<file path="config.mk">
export PLATFORM = sky130hd
export DESIGN_NAME = turf_acknack_dispatch
export DESIGN_NICKNAME = d
export VERILOG_FILES = /design/src/rtl/turf_acknack_dispatch.sv
export SDC_FILE = /design/constraint.sdc
export NUM_CORES = 1
export LEC_CHECK = 0
export CAP_MARGIN = 40
export CELL_PAD_IN_SITES_DETAIL_PLACEMENT = 1
export CELL_PAD_IN_SITES_GLOBAL_PLACEMENT = 1
export CORE_ASPECT_RATIO = 0.7
export CORE_MARGIN = 2
export CORE_UTILIZATION = 31
export DETAILED_ROUTE_END_ITERATION = 8
export PLACE_DENSITY = 0.86
export SLEW_MARGIN = 15
export SYNTH_ARGS = -nofsm -noshare
export SYNTH_HDL_FRONTEND = slang
export SYNTH_SLANG_ARGS = --single-unit
</file>
<file path="constraint.sdc">
create_clock -name aclk -period 2.01 [get_ports aclk]
set_input_delay 0.3015 -clock aclk [delete_from_list [all_inputs] [get_ports aclk]]
set_output_delay 0.3015 -clock aclk [all_outputs]
set_load 0.01 [all_outputs]
</file>
<file path="src/rtl/turf_acknack_dispatch.sv">
// Acknack command dispatcher: acks become event-release tokens, nacks become fragment retransmit requests.
// Optional saturating per-command statistics are compiled in with ACKNACK_DISPATCH_STATS_EN.
module turf_acknack_dispatch #(
  parameter int MAX_FRAGS = 1024,
  parameter int ADDR_BITS = 12
) (
  input  logic                   aclk,
  input  logic                   aresetn,
  input  logic [47:0]            s_acknack_tdata,
  input  logic                   s_acknack_tvalid,
  output logic                   s_acknack_tready,
  output logic [ADDR_BITS-1:0]   m_ack_tdata,
  output logic                   m_ack_tvalid,
  input  logic                   m_ack_tready,
  output logic [ADDR_BITS+19:0]  m_nack_tdata,
  output logic                   m_nack_tvalid,
  input  logic                   m_nack_tready,
  output logic                   m_nack_tlast,
  output logic                   busy_o
`ifdef ACKNACK_DISPATCH_STATS_EN
  ,
  output logic [31:0]            ack_count_o,
  output logic [31:0]            nack_count_o,
  output logic [31:0]            full_nack_count_o,
  output logic [31:0]            drop_count_o
`endif
);

  typedef enum logic [2:0] {IDLE, ACK_OUT, NACK_ONE, NACK_FULL, DROP} state_t;

  localparam logic [10:0] MAX_N = 11'(MAX_FRAGS);

  state_t                 state_reg, state_next;
  logic [ADDR_BITS-1:0]   addr_reg, addr_next;
  logic [19:0]            offset_reg, offset_next;
  logic [10:0]            idx_reg, idx_next;
  logic [10:0]            last_idx_reg, last_idx_next;

  logic                   cmd_allow, cmd_full;
  logic [10:0]            cmd_count, cmd_frags;
  logic                   cmd_clamped;
  logic [ADDR_BITS-1:0]   cmd_addr;
  logic [19:0]            cmd_offset;
  logic                   accept;
  logic                   unused_reserved;

  assign cmd_allow   = s_acknack_tdata[47];
  assign cmd_full    = s_acknack_tdata[46];
  assign cmd_count   = s_acknack_tdata[42:32];
  assign cmd_addr    = s_acknack_tdata[20 +: ADDR_BITS];
  assign cmd_offset  = s_acknack_tdata[19:0];
  assign cmd_clamped = (cmd_count > MAX_N);
  assign cmd_frags   = cmd_clamped ? MAX_N : cmd_count;
  assign unused_reserved = ^s_acknack_tdata[45:43];

  // Ready depends only on registered state and reset, never on downstream tready.
  assign s_acknack_tready = (state_reg == IDLE) && aresetn;
  assign accept           = s_acknack_tready && s_acknack_tvalid;
  assign busy_o           = (state_reg != IDLE);

  always_ff @(posedge aclk or negedge aresetn) begin
    if (!aresetn) begin
      state_reg    <= IDLE;
      addr_reg     <= '0;
      offset_reg   <= '0;
      idx_reg      <= '0;
      last_idx_reg <= '0;
    end else begin
      state_reg    <= state_next;
      addr_reg     <= addr_next;
      offset_reg   <= offset_next;
      idx_reg      <= idx_next;
      last_idx_reg <= last_idx_next;
    end
  end

  always_comb begin
    state_next    = state_reg;
    addr_next     = addr_reg;
    offset_next   = offset_reg;
    idx_next      = idx_reg;
    last_idx_next = last_idx_reg;
    m_ack_tvalid  = 1'b0;
    m_ack_tdata   = addr_reg;
    m_nack_tvalid = 1'b0;
    m_nack_tdata  = {addr_reg, offset_reg};
    m_nack_tlast  = 1'b0;

    case (state_reg)
      IDLE: begin
        if (accept) begin
          addr_next = cmd_addr;
          if (cmd_allow) begin
            state_next = ACK_OUT;
          end else if (!cmd_full) begin
            offset_next = cmd_offset;
            state_next  = NACK_ONE;
          end else if (cmd_count == 11'd0) begin
            state_next = DROP;
          end else begin
            idx_next      = 11'd0;
            last_idx_next = cmd_frags - 11'd1;
            state_next    = NACK_FULL;
          end
        end
      end
      ACK_OUT: begin
        m_ack_tvalid = 1'b1;
        if (m_ack_tready) state_next = IDLE;
      end
      NACK_ONE: begin
        m_nack_tvalid = 1'b1;
        m_nack_tlast  = 1'b1;
        if (m_nack_tready) state_next = IDLE;
      end
      NACK_FULL: begin
        m_nack_tvalid = 1'b1;
        m_nack_tdata  = {addr_reg, 9'b0, idx_reg};
        m_nack_tlast  = (idx_reg == last_idx_reg);
        // idx stops at the last index, so it can never wrap.
        if (m_nack_tready) begin
          if (idx_reg == last_idx_reg) state_next = IDLE;
          else                         idx_next   = idx_reg + 11'd1;
        end
      end
      DROP: begin
        state_next = IDLE;
      end
      default: begin
        state_next = IDLE;
      end
    endcase
  end

`ifdef ACKNACK_DISPATCH_STATS_EN
  logic [3:0] stat_inc;

  assign stat_inc[0] = accept && cmd_allow;
  assign stat_inc[1] = accept && !cmd_allow && !cmd_full;
  assign stat_inc[2] = accept && !cmd_allow && cmd_full && (cmd_count != 11'd0);
  // A clamped full nack is still dispatched, but also counts as a partial drop.
  assign stat_inc[3] = accept && !cmd_allow && cmd_full && ((cmd_count == 11'd0) || cmd_clamped);

  genvar gi;
  generate
    for (gi = 0; gi < 4; gi++) begin : g_stat
      logic [31:0] count_reg;
      always_ff @(posedge aclk or negedge aresetn) begin
        if (!aresetn)                               count_reg <= '0;
        else if (stat_inc[gi] && (count_reg != '1)) count_reg <= count_reg + 32'd1;
      end
    end
  endgenerate

  assign ack_count_o       = g_stat[0].count_reg;
  assign nack_count_o      = g_stat[1].count_reg;
  assign full_nack_count_o = g_stat[2].count_reg;
  assign drop_count_o      = g_stat[3].count_reg;
`endif

endmodule

</file>
==> out/metrics.cfg, run 1 <==
[critical_path]
regToRegSetupSlack_ns = -0.14
cp_slowest_cell = o41ai_4
timing.rr.start = state_reg[1]$_DFFE_PN0P_
r2r.worst_path.cells = 7
worstSetupEndpointType = register
crit_chain = nor2b_4 -> nand2_4 -> clkbuf_16 -> buf_8 -> o41ai_4 -> nor2_1 -> mux2_1
cpLargestDelayFamily = compound AO/OA/AOI/OAI gates
cp.arrival_ns = 2.37
cpPeakStageDelay_ns = 0.50
rr_endpoint = idx_reg[0]$_DFFE_PN0P_
critical_path_class = reg2reg
cp-start-kind = register
cp_num_buf_inv = 2
path_max_fanout = 6
worst_ep_required_time_ns = 2.23

[sta]
maxSlewHeadroom = 0.493
tightest_slew_ns = 0.760
whs_ns = 0.230
max_freq_mhz = 464
worst_clock_skew_ns = 0.00743
hold_viol = 0
rsz0062_at_grt = yes
setup_violations = 41
finalCritPeriodShare = 1.07
worst_slack_ns = -0.144
drv_slew = 0
min_period_ns = 2.15

[clock_tree]
cts_hold_repair.buffers = 0
htreeDepth = 3
cts-root-buf = clkbuf_16
clkSlewWorstSetupHoldPaths_ns = 0.05
worstSkewPairLatency_ns = 0.34
clockBufferDepth = 2
clock_sinks = 57
cts_buffers = 9
tritoncts = done

[die]
core_sq_um = 9760
die_w_um = 124
pin_count = 102
die_y_um = 88.0
dieArea_sq_um = 10900
start_util = 0.321
fp-row-count = 30

[final_layout]
design_area_sq_um = 5410
largest_reg_flops = 20
nets = 534
final_cells = 613
drive_gt1_frac = 0.397
nFillCells = 1092
area_growth_pct = 72.8

[global_route]
grtUsageTotal = 0.219
grt_pass1_vias = 3293
grt_remaining_overflow = 0
grt_pass1_wl_mm = 17.7
met1_usage = 0.289
grt_start_max_net_pins = 58
antenna_found_initial = 1
met3_usage = 0.0658
top_usage_layer = met2
grt_use_met2 = 0.360

[power]
p_total_mw = 6.85
ir_drop_uv = 746
leakagePower_nw = 2.46
powerDensity_nw_per_um2 = 1270

[synth]
yosys_warnings = 0
synth.area.top_cells = dfrtp_1 46%, mux2_2 12%, nand2_1 6.5%
ys_types = 45
post-synth-top-area-cell = dfrtp_1
synth_top_area_frac = 0.456
ys.flop_type = dfrtp_1
post-synth-top-count-cell = dfrtp_1
avgSynthCellArea_sq_um = 10.1
synthCells = 310
seq_area_frac_synth = 0.456
synth-seq-cells = 57
synth-edff-count = 0
async_reset_ff_frac = 1.00
synth_common_cells = 57 x dfrtp_1, 54 x nand2_1, 32 x mux2_2
synth_nets = 365
syn-cell-area_sq_um = 3130

[drt]
drcViolationCount = 0
vias = 3193
wl_per_cell_um = 21.1
totalWireLength_mm = 12.9
drtIter0Drc = 119
first_pass_iters = 4
ant_nets = 0
via_per_inst = 5.21

[placement]
io_buffer_count = 98
hpwl_mm = 7.67
post_dp_cell_area_sq_um = 4600
dp_cells = 570
globalplace.congestion = 0.832
place_ws_ns = -0.606

[run_status]
violations = setup timing
outcome = finished, violations left

[job]
max_cap_violations = 0

[worst_hold_path]
hold_class = in2async

[placed cells by master, fill, tap and decap left out, drive strengths merged, types with 6 or more instances in the layout]
cell type	netlist	layout
buf	17	91
clkdlybuf4s50	0	63
dfrtp	57	57
nand2	54	54
mux2	33	33
clkbuf	7	22
xnor2	15	15
dlygate4sd2	0	13
nor2	12	12
and2	11	11
o21ai	10	10
a21oi	10	10
nor3	10	10
o31ai	9	9
or4	9	9
nand4	8	8
inv	6	6
nand3	6	6
[metal layers]
layer | share of wire | routed length [um] | vias to the layer above
met3 | 0.062 | 800 | 26
met4 | 0.021 | 269 | 0
li1 | - | - | 1428
met2 | 0.48 | 6190 | 104
met1 | 0.44 | 5680 | 1635
met5 | 0 | 0 | -
[stage by stage]
step,TNS (ns),utilization
after floorplan,0,-
final,-2.20,0.554
after global routing,-4.11,0.554
after global placement,-8.01,0.471
after CTS,-1.07,0.531
after detailed placement,-10.22,0.471
[worst max-delay path by stage]
stage               slack (ns)  depth (start not counted)                          end                         from
CTS                      -0.14                          6                 m_nack_tlast  last_idx_reg[6]$_DFFE_PN0P_
global route             -0.18                          7       idx_reg[0]$_DFFE_PN0P_     state_reg[1]$_DFFE_PN0P_
global placement         -0.43                          9  last_idx_reg[6]$_DFFE_PN0P_          s_acknack_tdata[32]
floorplan                 0.03                          5             m_nack_tdata[10]     state_reg[1]$_DFFE_PN0P_
detailed placement       -0.61                          9  last_idx_reg[8]$_DFFE_PN0P_          s_acknack_tdata[32]
finish                   -0.14                          7       idx_reg[0]$_DFFE_PN0P_     state_reg[1]$_DFFE_PN0P_
[worst register-to-register path, cell delays in order (launching register included)]
cell       delay (ns)
dfrtp_1          0.43
nor2b_4          0.23
nand2_4          0.10
clkbuf_16        0.18
buf_8            0.13
o41ai_4          0.50
nor2_1           0.14
mux2_1           0.33
[cell type report]
type	instances	area, sq um	area share
Antenna cell	1	2.50	0.000463
Clock buffer	10	229	0.0424
Clock inverter	6	130	0.0241
Inverter	6	22.5	0.00417
Multi-Input combinational cell	223	1760	0.326
Sequential cell	57	1430	0.264
Tap cell	128	160	0.0296
Timing Repair Buffer	182	1670	0.309
[kinds of logic after synthesis]
group	synth area share
and+or+nand+nor	0.206
DFF	0.456
AOI/OAI and AO/OA	0.100
muxes	0.125
buffers and inverters	0.0576
xor gates and xnor gates	0.0476
adders and majority gates	0.00800
[power by group]
| part | internal [mW] | total (mW) | switching, mW |
|---|---|---|---|
| Sequential | 1.60 | 1.96 | 0.364 |
| Clock | 1.33 | 1.88 | 0.551 |
| Combinational | 1.68 | 3.00 | 1.32 |
| Total | 4.61 | 6.85 | 2.24 |
[timing repair]
item | 4_1_cts | 5_1_grt
buffers inserted | 9 | 16
setup endpoints to repair | 45 | 67
pin swaps | 15 | 18
cloned | 2 | 3
resized for setup | 77 | 78
Power figures use the tool's default switching activity.
==> run 2, diff against run 1 <==
--- a/config.mk
+++ b/config.mk
@@ -9,7 +9,6 @@
 export CELL_PAD_IN_SITES_DETAIL_PLACEMENT = 1
 export CELL_PAD_IN_SITES_GLOBAL_PLACEMENT = 1
 export CORE_ASPECT_RATIO = 0.7
-export CORE_MARGIN = 2
 export CORE_UTILIZATION = 31
 export DETAILED_ROUTE_END_ITERATION = 8
 export PLACE_DENSITY = 0.86
==> out/metrics.cfg, run 2 (synthesis gave the netlist of run 1 again) <==
[die]
pin_count = 102  ; unchanged
die_y_um = 86.0  ; -2.3%
dieArea_sq_um = 10500  ; -3.8%
start_util = 0.321  ; unchanged
core_sq_um = 9760  ; unchanged
die_w_um = 122  ; -1.6%
fp-row-count = 30  ; unchanged

[sta]
hold_viol = 0  ; unchanged
tightest_slew_ns = 0.763  ; +0.00284 ns
max_freq_mhz = 470  ; +1.3%
rsz0062_at_grt = yes
finalCritPeriodShare = 1.06  ; -0.0143
whs_ns = 0.274  ; +0.0436 ns
worst_slack_ns = -0.116  ; +0.0287 ns
maxSlewHeadroom = 0.492  ; -0.00189
worst_clock_skew_ns = 0.00608  ; -0.00135 ns
min_period_ns = 2.13  ; -0.0287 ns
setup_violations = 28  ; -32%
drv_slew = 0  ; unchanged

[clock_tree]
clock_sinks = 57  ; unchanged
htreeDepth = 3  ; unchanged
clkSlewWorstSetupHoldPaths_ns = 0.05  ; about the same
worstSkewPairLatency_ns = 0.34  ; about the same
cts-root-buf = clkbuf_16
tritoncts = done
clockBufferDepth = 2  ; unchanged
cts_hold_repair.buffers = 0  ; unchanged
cts_buffers = 9  ; unchanged

[final_layout]
area.sequential_sq_um = 1430  ; -0.17%
area_growth_pct = 75.9
drive_gt1_frac = 0.436  ; +0.0392
multi_input_area_sq_um = 1870  ; +6.0%
largest_reg_flops = 20  ; unchanged
layout_commonest_cell = buf_4
nFillCells = 1023  ; -6.3%
nets = 542  ; +1.5%
layout_common_cells = 76 x buf_4, 61 x clkdlybuf4s50_1, 57 x dfrtp_1
diodes = 0  ; -1
final_cells = 619  ; +0.98%

[drt]
wl_per_cell_um = 23.0  ; +8.9%
drcViolationCount = 0  ; unchanged
drtIter0Drc = 160  ; +34%
ant_nets = 0  ; unchanged
first_pass_iters = 4  ; unchanged
totalWireLength_mm = 14.2  ; +10%
via_per_inst = 5.23  ; +0.33%
vias = 3235  ; +1.3%

[critical_path]
worst_ep_required_time_ns = 1.71  ; -0.52 ns
worstSetupEndpointType = output port
cp-start-kind = register
path_max_fanout = 8  ; +2
cp.arrival_ns = 1.82  ; -0.55 ns
critical_path_class = reg2out
cp_slowest_cell = dfrtp_1
cpLargestDelayFamily = buffers and inverters
cpPeakStageDelay_ns = 0.43  ; -0.07 ns
crit_chain = buf_6 -> nor2b_4 -> nand2_2 -> buf_12 -> buf_12 -> mux2_2 -> buf_6
cp_num_buf_inv = 4  ; +2

[global_route]
grt_remaining_overflow = 0  ; unchanged
grtUsageTotal = 0.239  ; +0.0208
grt_pass1_vias = 3480  ; +5.7%
grt_pass1_wl_mm = 18.7  ; +5.5%
grt_start_max_net_pins = 58  ; unchanged
antenna_found_initial = 0  ; -1

[power]
powerDensity_nw_per_um2 = 1220  ; -3.4%
leakagePower_nw = 2.56  ; +4.1%
ir_drop_uv = 961  ; +29%

[run_status]
outcome = finished, violations left
violations = setup timing

[placement]
hpwl_mm = 7.94  ; +3.5%
io_buffer_count = 98  ; unchanged
dp_cells = 572  ; +0.35%
globalplace.congestion = 0.811  ; -2.5%

[job]
max_cap_violations = 0  ; unchanged

[worst_hold_path]
hold_class = in2async

-- run 2: cell types whose count changed in the layout (fill, tap and decap cells not counted), sizes merged, moves of 2 or more --
cell	change
buf	+19
clkdlybuf4s50	-2
dlymetal6s2s	+7
clkdlybuf4s15	+2
dlygate4sd2	-10
bufinv	-4
clkbuf	-6
-- run 2: layout make-up --
cell class                      count  share of cell area
Multi-Input combinational cell    223               0.339
Timing Repair Buffer              190               0.317
Sequential cell                    57               0.259
Clock buffer                       12              0.0484
Tap cell                          128              0.0291
Inverter                            6             0.00409
Clock inverter                      3             0.00273
-- run 2: metrics by stage --
step | utilization | setup TNS [ns] | worst slack, ns | total power, mW | instance area [sq um]
2_1_floorplan | - | 0 | 0.0338 | 3.21 | 3130
3_3_place_gp | 0.471 | -8.20 | -0.429 | 4.48 | 4600
3_5_place_dp | 0.471 | -10.66 | -0.603 | 4.63 | 4600
4_1_cts | 0.522 | -0.357 | -0.134 | 6.18 | 5100
5_1_grt | 0.564 | -4.40 | -0.176 | 7.02 | 5500
6_report | 0.564 | -1.64 | -0.116 | 6.73 | 5500
-- run 2: worst paths after layout --
kind | from | end | slack [ns] | cells after the start
min in group aclk | s_acknack_tdata[42] | last_idx_reg[0]$_DFFE_PN0P_ | 0.46 | 4
min reg2reg | last_idx_reg[3]$_DFFE_PN0P_ | last_idx_reg[3]$_DFFE_PN0P_ | 0.50 | 2
min | aresetn | offset_reg[5]$_DFFE_PN0P_ | 0.27 | 2
max | state_reg[2]$_DFFE_PN0P_ | m_nack_tdata[5] | -0.12 | 7
max reg2reg | state_reg[2]$_DFFE_PN0P_ | idx_reg[6]$_DFFE_PN0P_ | -0.09 | 7
max in group asynchronous | aresetn | idx_reg[9]$_DFFE_PN0P_ | 1.23 | 2
-- run 2: routing by layer --
layer	share of wire	track usage
met5	0	0
met4	0.030	0.105
met3	0.056	0.0612
met2	0.51	0.406
met1	0.41	0.287
-- run 2: power breakdown --
part	total [mW]	internal (mW)	leakage, nW	switching (mW)
clock network	1.46	0.919	0.144	0.544
registers	1.97	1.60	0.713	0.373
logic	3.30	1.85	1.71	1.45
total	6.73	4.37	2.56	2.36
-- run 2: repair_timing --
item | 4_1_cts | 5_1_grt
gates cloned | 0 | 2
pin swaps | 16 | 27
buffers inserted | 18 | 15
resized for setup | 113 | 98
setup endpoints to repair | 46 | 58
